## src/rtl/if_fetch.sv

```systemverilog
// if_fetch: instruction-fetch stage of the five-stage MIPS pipeline.
// Owns the PC, selects the next PC (sequential / branch / jump / jr), issues
// word fetches over a req/ack handshake and presents each fetched word with
// its PC+4 to the IF/ID register. A one-entry skid buffer catches a response
// that lands while the output is stalled; the DRAIN state swallows the
// response of a fetch that a redirect squashed while it was outstanding.
//
// Ports:
//   clk, rst            clock, synchronous active-low reset
//   stall               output not consumed this cycle
//   br_taken/br_target  branch redirect (word address)
//   jmp/jmp_index       j/jal redirect (instr_index field)
//   jr/jr_target        jr/jalr redirect (word address)
//   imem_req/imem_addr  fetch request and word address (combinational)
//   imem_ack/imem_rdata fetch response
//   out_valid, out_instruction, out_fourPC  registered IF/ID payload
//   pc                  next sequential fetch address
module if_fetch #(
  parameter logic [31:0] RESET_PC = 32'h0000_3000
) (
  input  logic        clk,
  input  logic        rst,
  input  logic        stall,
  input  logic        br_taken,
  input  logic [31:2] br_target,
  input  logic        jmp,
  input  logic [25:0] jmp_index,
  input  logic        jr,
  input  logic [31:2] jr_target,
  output logic        imem_req,
  output logic [31:2] imem_addr,
  input  logic        imem_ack,
  input  logic [31:0] imem_rdata,
  output logic        out_valid,
  output logic [31:0] out_instruction,
  output logic [31:2] out_fourPC,
  output logic [31:2] pc
);

  typedef enum logic [1:0] {FETCH, HOLD, DRAIN} state_t;

  state_t      state, state_d;
  logic [31:2] pc_d;
  logic [31:2] stale_addr, stale_addr_d;
  logic [31:0] skid_instr, skid_instr_d;
  logic [31:2] skid_fourpc, skid_fourpc_d;
  logic        out_valid_d;
  logic [31:0] out_instruction_d;
  logic [31:2] out_fourpc_d;

  logic        redirect;
  logic [31:2] target;
  logic [31:2] pc_inc;

  // Redirect target with jr > jmp > br_taken priority.
  always_comb begin
    redirect = jr | jmp | br_taken;
    target   = br_target;
    if (jr) begin
      target = jr_target;
    end else if (jmp) begin
      target = {out_fourPC[31:28], jmp_index};
    end
  end

  // Word-granular increment wraps naturally mod 2^30.
  assign pc_inc = pc + 30'd1;

  // Next-state and next-register logic.
  always_comb begin
    state_d           = state;
    pc_d              = pc;
    stale_addr_d      = stale_addr;
    skid_instr_d      = skid_instr;
    skid_fourpc_d     = skid_fourpc;
    out_valid_d       = out_valid;
    out_instruction_d = out_instruction;
    out_fourpc_d      = out_fourPC;
    imem_req          = 1'b0;
    imem_addr         = pc;

    case (state)
      FETCH: begin
        imem_req = rst;
        if (imem_ack) begin
          if (redirect) begin
            pc_d        = target;
            out_valid_d = 1'b0;
          end else if (!out_valid || !stall) begin
            out_instruction_d = imem_rdata;
            out_fourpc_d      = pc_inc;
            out_valid_d       = 1'b1;
            pc_d              = pc_inc;
          end else begin
            // Output is held; park the new word in the skid buffer.
            skid_instr_d  = imem_rdata;
            skid_fourpc_d = pc_inc;
            pc_d          = pc_inc;
            state_d       = HOLD;
          end
        end else if (redirect) begin
          // Request still outstanding: remember it so its ack can be dropped.
          stale_addr_d = pc;
          pc_d         = target;
          out_valid_d  = 1'b0;
          state_d      = DRAIN;
        end else if (out_valid && !stall) begin
          out_valid_d = 1'b0;
        end
      end

      HOLD: begin
        if (redirect) begin
          out_valid_d = 1'b0;
          pc_d        = target;
          state_d     = FETCH;
        end else if (!stall) begin
          out_instruction_d = skid_instr;
          out_fourpc_d      = skid_fourpc;
          out_valid_d       = 1'b1;
          state_d           = FETCH;
        end
      end

      DRAIN: begin
        // Keep the squashed request on the bus until memory answers it.
        imem_req  = rst;
        imem_addr = stale_addr;
        if (redirect) begin
          pc_d = target;
        end
        if (imem_ack) begin
          state_d = FETCH;
        end
      end

      default: begin
        state_d = FETCH;
      end
    endcase
  end

  // Register update with synchronous active-low reset.
  always_ff @(posedge clk) begin
    if (!rst) begin
      state           <= FETCH;
      pc              <= RESET_PC[31:2];
      stale_addr      <= '0;
      skid_instr      <= '0;
      skid_fourpc     <= '0;
      out_valid       <= 1'b0;
      out_instruction <= '0;
      out_fourPC      <= '0;
    end else begin
      state           <= state_d;
      pc              <= pc_d;
      stale_addr      <= stale_addr_d;
      skid_instr      <= skid_instr_d;
      skid_fourpc     <= skid_fourpc_d;
      out_valid       <= out_valid_d;
      out_instruction <= out_instruction_d;
      out_fourPC      <= out_fourpc_d;
    end
  end

endmodule

```

## config.mk

```make
export PLATFORM = sky130hd
export DESIGN_NAME = if_fetch
export DESIGN_NICKNAME = d
export VERILOG_FILES = /design/src/rtl/if_fetch.sv
export SDC_FILE = /design/constraint.sdc
export NUM_CORES = 1
export LEC_CHECK = 0
export CAP_MARGIN = 20
export CORE_UTILIZATION = 45
export CTS_CLUSTER_SIZE = 25
export DETAILED_ROUTE_END_ITERATION = 16
export PLACE_DENSITY = 0.75
export SLEW_MARGIN = 10
export SYNTH_ARGS = -nofsm -noshare
export SYNTH_HDL_FRONTEND = slang
export SYNTH_SLANG_ARGS = --single-unit
```

## constraint.sdc

```tcl
create_clock -name clk -period 6.2 [get_ports clk]
set_clock_uncertainty 0.1 [all_clocks]
set_input_delay 0.62 -clock clk [delete_from_list [all_inputs] [get_ports clk]]
set_output_delay 0.62 -clock clk [all_outputs]
set_load 0.05 [all_outputs]
```

==> run_results.csv, run 1 <==
group,metric,value,unit
synth,synth_largest_area_cell,"dfxtp_1",
power,power_frac_comb,25.6,%
critical_path,crit_chain,"clkdlybuf4s50_1, or3_1, nor2_4, buf_4, nor2_1, a211oi_1",
synth,synth_edf_count,0,
synth,yosysSeqAreaShare,40.7,%
clock_tree,clk_latency,440,ps
timing,fin_crit,3760,ps
final_layout,nets,1455,
routing,via_per_inst,5.75,
timing,setup-violations-final,0,
synth,ys_ff_latch,187,
clock_tree,cts_root_buffer,"clkbuf_16",
critical_path,setup.worst_path.start_class,"primary input",
critical_path,cp-end-kind,"register",
power,pwr-share-clk,34.1,%
synth,synthAdderAreaFrac,0.680,%
clock_tree,cts_setup_buffers,0,
timing,fin_setup_tns,0,ps
global_route,grt-ovfl-total,0,
die,die_x,145,um
final_layout,drive_gt1_share,7.47,%
power,power_frac_seq,40.3,%
synth,synth_top_family_by_area,"compound AO/OA/AOI/OAI gates",
routing,drcViolationCount,0,
worst_hold_path,hold_path.class,"register to register",
power,total_power,3260,uW
status,outcome,"completed",
power,switching_power,1140,uW
clock_tree,cts_tree,"done",
critical_path,crit_arrival,4010,ps
timing,rsz0062_at_grt,"false",
final_layout,multi_input_area,4950,um2
power,p_int,2110,uW
final_layout,seqCellArea,3740,um2
final_layout,final_area,12300,um2
clock_tree,numCtsBuffers,17,
timing,max_slew_margin,27.7,%
routing,firstDrtPassIters,7,
synth,yosys_warnings,0,
critical_path,crit_slowest_cell,"clkdlybuf4s50_1",
die,core,19700,um2
clock_tree,htreeDepth,4,
global_route,grt_max_degree,80,
synth,synthXorXnorAreaFrac,2.09,%
die,io_pins,249,
synth,yosysTopAreaCellShare,40.7,%
timing,finalMaxSlewViolations,0,
final_layout,final_cells,1604,
synth,synth.avg_cell_area,7.98,um2
global_route,grt_use_total,27.5,%
routing,drt-total-wl,29.4,mm
clock_tree,clock_path_buffers,2,
critical_path,required,6450,ps
timing,whs,353,ps
synth,synthesis.nets,1283,
placed_design,gp_congestion,0.886,
routing,drt_iter0_drc,859,
die,die_y,145,um
clock_tree,ctsResizeCount,0,
synth,muxShareOfSynthArea,6.99,%
timing,fmax,0.266,GHz
synth,ys_types,62,
routing,ant_nets,0,
job,cap_violations,0,
clock_tree,clock-sinks,187,
die,start_util,46.7,%
routing,vias,9222,
synth,ys.flop_type,"dfxtp_1",
final_layout,synthToLayoutAreaGrowth,33.3,%
synth,yosysMostFrequentCell,"nand2_1",
power,cellLeakagePower,0.00406,uW
synth,synth_compound_area_share,23.2,%
synth,synth_simple_gate_area_share,20.6,%
timing,hold_viol,0,
routing,post_drt_wl_per_cell,18.3,um
timing,fin_crit_sh,60.7,%
die,rows,51,
placed_design,place_area,11600,um2
critical_path,crit_fanout,42,
placed_design,dpl.cell_count,1570,
global_route,antenna_found_initial,1,
synth,synth-async-reset-ratio,0,%
die,die_area,21000,um2
critical_path,slowest_delay,980,ps
final_layout,fillCellCount,1736,
global_route,grt_pass1_vias,8508,
power,power.density_cell_area,266,nW/um2
synth,netlist_area,9200,um2
clock_tree,hold_buffers,0,
timing,worst_pin_slew,1080,ps
global_route,grt_pass1_wl,46.4,mm
synth,synth_common_cells,"nand2_1 (194), dfxtp_1 (187), a21oi_1 (120)",
synth,synth_area_leaders,"dfxtp_1 (41%), nand2_1 (7.9%), a21oi_1 (6.5%)",
critical_path,criticalPathCategory,"primary input to register",
synth,syn_inst,1153,
power,p_sw_share,35.1,%
clock_tree,clk_pin_slew,80,ps
placed_design,dpl.hpwl,20.0,mm
power,ir_drop,0.000256,V
placed_design,numPortBuffers,248,
## flip-flops by register name, indices dropped and copies added, names as in the netlist
signal / count
out_fourPC: 30
pc: 30
out_valid: 1
stale_addr: 30
state: 2
out_instruction: 32
skid_instr: 32
skid_fourpc: 30
## cells in the final DEF (no fill, tap or decap), drive strengths merged, types with 9 or more instances in the layout
master	synthesis	layout
buf	41	16
nor2	85	85
inv	13	24
mux2	26	26
nand3	40	40
a211oi	52	52
xnor2	9	9
dfxtp	187	187
clkdlybuf4s50	0	246
clkbuf	68	17
nand4	19	19
o21ai	71	71
nand2	194	194
a21oi	120	120
o221ai	11	11
xor2	13	13
nor3	33	33
mux2i	35	35
o22ai	15	15
a22oi	14	14
a221oi	11	11
## area by class of cell
cell class	count	area share [%]
sequential	187	30.5
timing repair buffer	262	21.1
multi-input combinational	844	40.4
inverter	13	0.418
clock buffer	17	3.47
tap	265	2.70
clock inverter	15	1.43
antenna	1	0.0204
## worst max-delay path: cells and delay by family
kind,cells,cell delay (ps)
buffers and inverters,2,1450
and+or+nand+nor,3,1700
AOI/OAI and AO/OA,1,220
## worst paths after layout
check                         startpoint                          endpoint  slack [ps]  cells past startpoint
max                                  jmp  out_instruction[19]$_SDFFE_PN0P_        2440                      6
min          stale_addr[11]$_SDFFE_PN0P_       stale_addr[11]$_SDFFE_PN0P_         350                      2
max reg2reg        state[1]$_SDFFE_PN0P_       out_fourPC[31]$_SDFFE_PN0P_        2670                      8
min reg2reg  stale_addr[11]$_SDFFE_PN0P_       stale_addr[11]$_SDFFE_PN0P_         350                      2
## kinds of logic after synthesis
group,after synthesis
AOI/OAI and AO/OA,342
xor gates and xnor gates,22
adders and majority gates,5
buffers and inverters,122
DFF,187
muxes,61
and+or+nand+nor,414
## metal layers
metal | track usage, % | up-vias | share of wire, %
met5 | 0 | - | 0
met4 | 13.1 | 0 | 4.3
met3 | 5.85 | 70 | 7.3
met2 | 43.6 | 374 | 45
met1 | 35.6 | 4303 | 43
li1 | - | 4475 | -
## metrics by stage
stage | utilization, % | worst slack, ps
after floorplan | - | 3390
after global placement | 59.1 | 2070
after detailed placement | 59.1 | 2000
after CTS | 62.1 | 2450
after global routing | 62.2 | 2180
final | 62.2 | 2440
## power by group through the flow
stage / Combinational (uW) / Sequential, uW / Clock [uW]
2_1_floorplan: 439 / 1420 / 0
3_3_place_gp: 818 / 1340 / 0
3_5_place_dp: 823 / 1340 / 0
4_1_cts: 828 / 1310 / 1120
5_1_grt: 884 / 1320 / 1180
6_report: 834 / 1310 / 1110
Note: power is estimated with default switching activity, not from simulation.
==> run 2, diff against run 1 <==
--- a/config.mk
+++ b/config.mk
@@ -6,10 +6,10 @@
 export NUM_CORES = 1
 export LEC_CHECK = 0
 export CAP_MARGIN = 20
-export CORE_UTILIZATION = 45
+export CORE_UTILIZATION = 44
 export CTS_CLUSTER_SIZE = 25
 export DETAILED_ROUTE_END_ITERATION = 16
-export PLACE_DENSITY = 0.75
+export PLACE_DENSITY = 0.77
 export SLEW_MARGIN = 10
 export SYNTH_ARGS = -nofsm -noshare
 export SYNTH_HDL_FRONTEND = slang
==> constraint.sdc (replaced) <==
create_clock -name clk -period 3.1 [get_ports clk]
set_clock_uncertainty 0.1 [all_clocks]
set_input_delay 0.31 -clock clk [delete_from_list [all_inputs] [get_ports clk]]
set_output_delay 0.31 -clock clk [all_outputs]
set_load 0.05 [all_outputs]
==> run_results.csv, run 2 (synthesis results as in run 1) <==
group,metric,value,unit
timing,fin_crit,2530,ps
placed_design,dpl.hpwl,20.8,mm
routing,drcViolationCount,0,
clock_tree,clock_path_buffers,2,
final_layout,seqCellArea,3740,um2
routing,drt-total-wl,29.2,mm
final_layout,fillCellCount,1735,
final_layout,final_area,12800,um2
final_layout,top_regs,"out_instruction x32, skid_instr x32",
final_layout,multi_input_area,4950,um2
timing,fin_setup_tns,0,ps
clock_tree,clk_pin_slew,70,ps
routing,drt_iter0_drc,802,
critical_path,criticalPathCategory,"register to output pin",
clock_tree,ctsResizeCount,0,
global_route,use_met1,35.7,%
clock_tree,hold_buffers,0,
global_route,grt_use_total,27.3,%
timing,rsz0062_at_grt,"false",
power,switching_power,2210,uW
routing,via_per_inst,5.75,
global_route,met2_usage,43.7,%
clock_tree,cts_setup_buffers,0,
power,power_frac_comb,28.5,%
worst_hold_path,hold_path.class,"primary input to register",
timing,setup-violations-final,0,
clock_tree,cts_root_buffer,"clkbuf_16",
final_layout,final_util,62.6,%
routing,vias,9384,
die,core,20400,um2
final_layout,synthToLayoutAreaGrowth,38.7,%
clock_tree,cts_tree,"done",
die,die_x,147,um
critical_path,cp-end-kind,"output pin",
placed_design,gp_congestion,0.933,
final_layout,drive_gt1_share,11.3,%
routing,ant_nets,0,
timing,worst_pin_slew,763,ps
die,rows,52,
clock_tree,numCtsBuffers,17,
power,ir_drop,0.000354,V
final_layout,final_common_cell,"clkdlybuf4s50_1",
timing,hold_viol,0,
routing,post_drt_wl_per_cell,17.9,um
final_layout,nets,1479,
power,pwr-share-clk,31.6,%
placed_design,numPortBuffers,248,
timing,finalMaxSlewViolations,0,
clock_tree,clk_latency,430,ps
global_route,grt_max_degree,73,
job,cap_violations,0,
timing,fin_crit_sh,81.5,%
die,io_pins,249,
placed_design,placement.setup.worst_slack,406,ps
timing,max_slew_margin,49.1,%
power,p_sw_share,33.8,%
clock_tree,htreeDepth,4,
global_route,grt_pass1_wl,46.7,mm
power,p_int,4330,uW
clock_tree,clock-sinks,187,
global_route,antenna_found_initial,0,
critical_path,setup.worst_path.start_class,"register",
global_route,grt_pass1_vias,8674,
status,outcome,"completed",
final_layout,mostFrequentLayoutCells,"clkdlybuf4s50_1 (215), nand2_1 (194), dfxtp_1 (187)",
timing,worst_slack,574,ps
power,power_frac_seq,39.9,%
global_route,grt-busiest-layer,"met2",
critical_path,required,2690,ps
final_layout,insertedDiodeCount,0,
global_route,grt-ovfl-total,0,
power,power.density_cell_area,513,nW/um2
die,die_area,21500,um2
critical_path,crit_fanout,34,
power,cellLeakagePower,0.00432,uW
die,die_y,147,um
routing,firstDrtPassIters,5,
placed_design,place_area,12200,um2
global_route,grtUsageMet3,5.75,%
timing,fmax,0.396,GHz
critical_path,crit_arrival,2120,ps
die,start_util,45.2,%
-- run 2: cell types whose count changed in the layout (fill, tap and decap cells not counted), moves of 3 or more --
cell | before | now
buf_12 | 0 | 35
clkdlybuf4s50_1 | 246 | 215
buf_4 | 13 | 34
clkinv_4 | 0 | 5
clkinv_8 | 3 | 0
inv_8 | 6 | 3
-- run 2: stage by stage --
| step | instances | hold WS (ps) | total power, uW |
|---|---|---|---|
| floorplan | 1153 | 333 | 3720 |
| global placement | 1600 | 338 | 4500 |
| detailed placement | 1600 | 344 | 4510 |
| CTS | 1631 | 231 | 6560 |
| global route | 1631 | 259 | 6790 |
| finish | 1631 | 246 | 6540 |
-- run 2: path summary, 6_finish.rpt --
path / start / endpoint / cells past startpoint / slack [ps]
worst max-delay path: state[0]$_SDFFE_PN0P_ / imem_addr[5] / 5 / 570
worst max register to register: pc[3]$_SDFFE_PN0P_ / out_fourPC[12]$_SDFFE_PN0P_ / 6 / 590
worst min-delay path: rst / skid_fourpc[16]$_SDFFE_PN0P_ / 3 / 250
worst min register to register: stale_addr[3]$_SDFFE_PN0P_ / stale_addr[3]$_SDFFE_PN0P_ / 2 / 350
-- run 2: final cells by class --
type                            instances  area share, %
Tap cell                              270           2.65
Clock buffer                           17           3.34
Inverter                               13          0.402
Timing Repair Buffer                  286           24.4
Multi-Input combinational cell        844           38.8
Sequential cell                       187           29.4
Clock inverter                         14           1.00
-- run 2: routing by layer --
layer / up-vias / share of wire, %
met3: 77 / 7.3
met5: - / 0
li1: 4517 / -
met4: 0 / 3.7
met1: 4395 / 42
met2: 395 / 47
-- run 2: power by group through the flow --
stage	registers, uW	clock network [uW]	logic (uW)
floorplan	2840	0	879
global placement	2660	0	1840
detailed placement	2660	0	1850
CTS	2600	2100	1860
global route	2620	2200	1970
finish	2610	2070	1860
-- run 2: critical path, stage by stage, from the launching register on --
cell,delay (ps)
dfxtp_1,350
inv_1,120
ha_1,210
buf_4,400
mux2_2,420
buf_12,160
==> run 3, diff against run 2 <==
==> constraint.sdc (replaced) <==
create_clock -name clk -period 2.2 [get_ports clk]
set_clock_uncertainty 0.1 [all_clocks]
set_input_delay 0.22 -clock clk [delete_from_list [all_inputs] [get_ports clk]]
set_output_delay 0.22 -clock clk [all_outputs]
set_load 0.05 [all_outputs]
==> run_results.csv, run 3 (synthesis results as in run 1) <==
group,metric,value,unit
power,cellLeakagePower,0.00483,uW
critical_path,criticalPathCategory,"register to output pin",
die,core,20400,um2
timing,setup-violations-final,13,
timing,fin_crit_sh,101,%
critical_path,r2r-start,"pc[6]$_SDFFE_PN0P_",
die,io_pins,249,
power,switching_power,3380,uW
placed_design,dpl.hpwl,22.0,mm
routing,ant_nets,0,
global_route,antenna_found_initial,0,
placed_design,gp_congestion,0.943,
job,cap_violations,0,
worst_hold_path,hold_path.class,"primary input to register",
final_layout,final_util,66.7,%
global_route,grt-ovfl-total,0,
critical_path,crit_slowest_cell,"mux2_2",
clock_tree,clk_pin_slew,80,ps
routing,vias,9776,
clock_tree,cts_setup_buffers,0,
clock_tree,numCtsBuffers,17,
die,start_util,45.2,%
critical_path,slowest_delay,370,ps
routing,drcViolationCount,0,
critical_path,regToRegSetupSlack,110,ps
critical_path,crit_fanout,8,
routing,drt_iter0_drc,955,
power,power_frac_comb,30.9,%
clock_tree,clk_latency,440,ps
power,total_power,9780,uW
timing,fin_crit,2220,ps
power,p_int,6400,uW
timing,fmax,0.451,GHz
final_layout,mostFrequentLayoutCells,"clkdlybuf4s50_1 (210), nand2_1 (194), dfxtp_1 (181)",
final_layout,nets,1542,
timing,hold_viol,0,
final_layout,drive_gt1_share,16.4,%
global_route,grt_pass1_vias,9000,
timing,rsz0062_at_grt,"true",
power,p_sw_share,34.6,%
timing,finalMaxSlewViolations,0,
critical_path,crit_end,"imem_addr[4]",
critical_path,ff2ff_path_depth,5,
clock_tree,htreeDepth,4,
critical_path,reg2reg_to,"out_fourPC[27]$_SDFFE_PN0P_",
critical_path,crit_chain,"inv_2, buf_6, ha_4, clkbuf_16, mux2_2, buf_12",
timing,max_slew_margin,60.8,%
power,power.density_cell_area,720,nW/um2
critical_path,setup.worst_path.start_class,"register",
die,rows,52,
placed_design,dpl.cell_count,1660,
final_layout,final_cells,1695,
routing,drt-total-wl,31.6,mm
power,power_frac_seq,37.2,%
clock_tree,cts_tree,"done",
final_layout,final_common_cell,"clkdlybuf4s50_1",
critical_path,required,1880,ps
die,die_area,21500,um2
clock_tree,clock-sinks,187,
critical_path,crit_start,"state[0]$_SDFFE_PN0P_",
global_route,grt_use_total,29.0,%
final_layout,synthToLayoutAreaGrowth,47.7,%
critical_path,cp-end-kind,"output pin",
routing,via_per_inst,5.77,
status,outcome,"complete, but fails checks",
power,pwr-share-clk,32.0,%
status,violations,"negative setup slack",
routing,post_drt_wl_per_cell,18.6,um
power,ir_drop,0.000583,V
die,die_x,147,um
global_route,grt_max_degree,69,
clock_tree,cts_root_buffer,"clkbuf_16",
timing,worst_pin_slew,586,ps
routing,firstDrtPassIters,5,
clock_tree,clock_path_buffers,2,
placed_design,numPortBuffers,248,
timing,worst_slack,-16.4,ps
die,die_y,147,um
critical_path,crit_arrival,1900,ps
final_layout,top_regs,"out_instruction x32, skid_instr x32",
final_layout,insertedDiodeCount,0,
global_route,grt_pass1_wl,49.2,mm
-- run 3: metal layers --
layer	vias up	track usage [%]	part of all wire, %
met5	-	0	0
met3	79	5.13	6.8
li1	4655	-	-
met4	0	12.1	3.5
met1	4613	37.4	42
met2	429	47.4	47
-- run 3: how the worst min path moves through the flow --
stage / end / slack (ps) / depth (start not counted) / start
floorplan: skid_instr[0]$_SDFFE_PN0P_ / 260 / 2 / imem_rdata[0]
global placement: stale_addr[10]$_SDFFE_PN0P_ / 340 / 2 / stale_addr[10]$_SDFFE_PN0P_
detailed placement: stale_addr[10]$_SDFFE_PN0P_ / 340 / 2 / stale_addr[10]$_SDFFE_PN0P_
CTS: stale_addr[8]$_SDFFE_PN0P_ / 130 / 3 / rst
global route: pc[10]$_SDFFE_PN0P_ / 150 / 3 / rst
finish: stale_addr[8]$_SDFFE_PN0P_ / 140 / 3 / rst
-- run 3: final cells by class --
class	instances	area (um2)
timing repair buffer	349	3770
inverter	13	55.1
clock buffer	17	425
fill	1632	6780
clock inverter	15	191
multi-input combinational	844	5050
tap	270	338
sequential	187	3750
-- run 3: timing repair --
item                                    CTS  global route
endpoints found under the setup margin   32            52
hold buffers                              0             0
resized for setup                         7            31
cloned                                    1             2
-- run 3: power by group through the flow --
stage / Sequential, uW / Clock (uW) / Combinational, uW
after CTS: 3630 / 3160 / 2890
after global placement: 3700 / 0 / 2790
after floorplan: 4010 / 0 / 1240
after detailed placement: 3710 / 0 / 2820
final: 3630 / 3130 / 3020
after global routing: 3650 / 3290 / 3160
-- run 3: critical path, delay by kind of cell, from the launching register on --
kind / cells / cell delay, ps
buffers and inverters: 4 / 520
flip-flops: 1 / 320
multiplexers: 1 / 370
adder cells (fa/ha/maj): 1 / 240
-- run 3: per-stage QoR --
stage | setup slack, ps | instance area (um2) | hold slack (ps) | TNS, ps
5_1_grt | -63.3 | 13600 | 154 | -846
6_report | -16.4 | 13600 | 144 | -150
3_5_place_dp | -79.8 | 12800 | 344 | -2210
3_3_place_gp | -79.4 | 12800 | 338 | -415
4_1_cts | -19.3 | 13400 | 129 | -226
2_1_floorplan | -212 | 9210 | 256 | -846
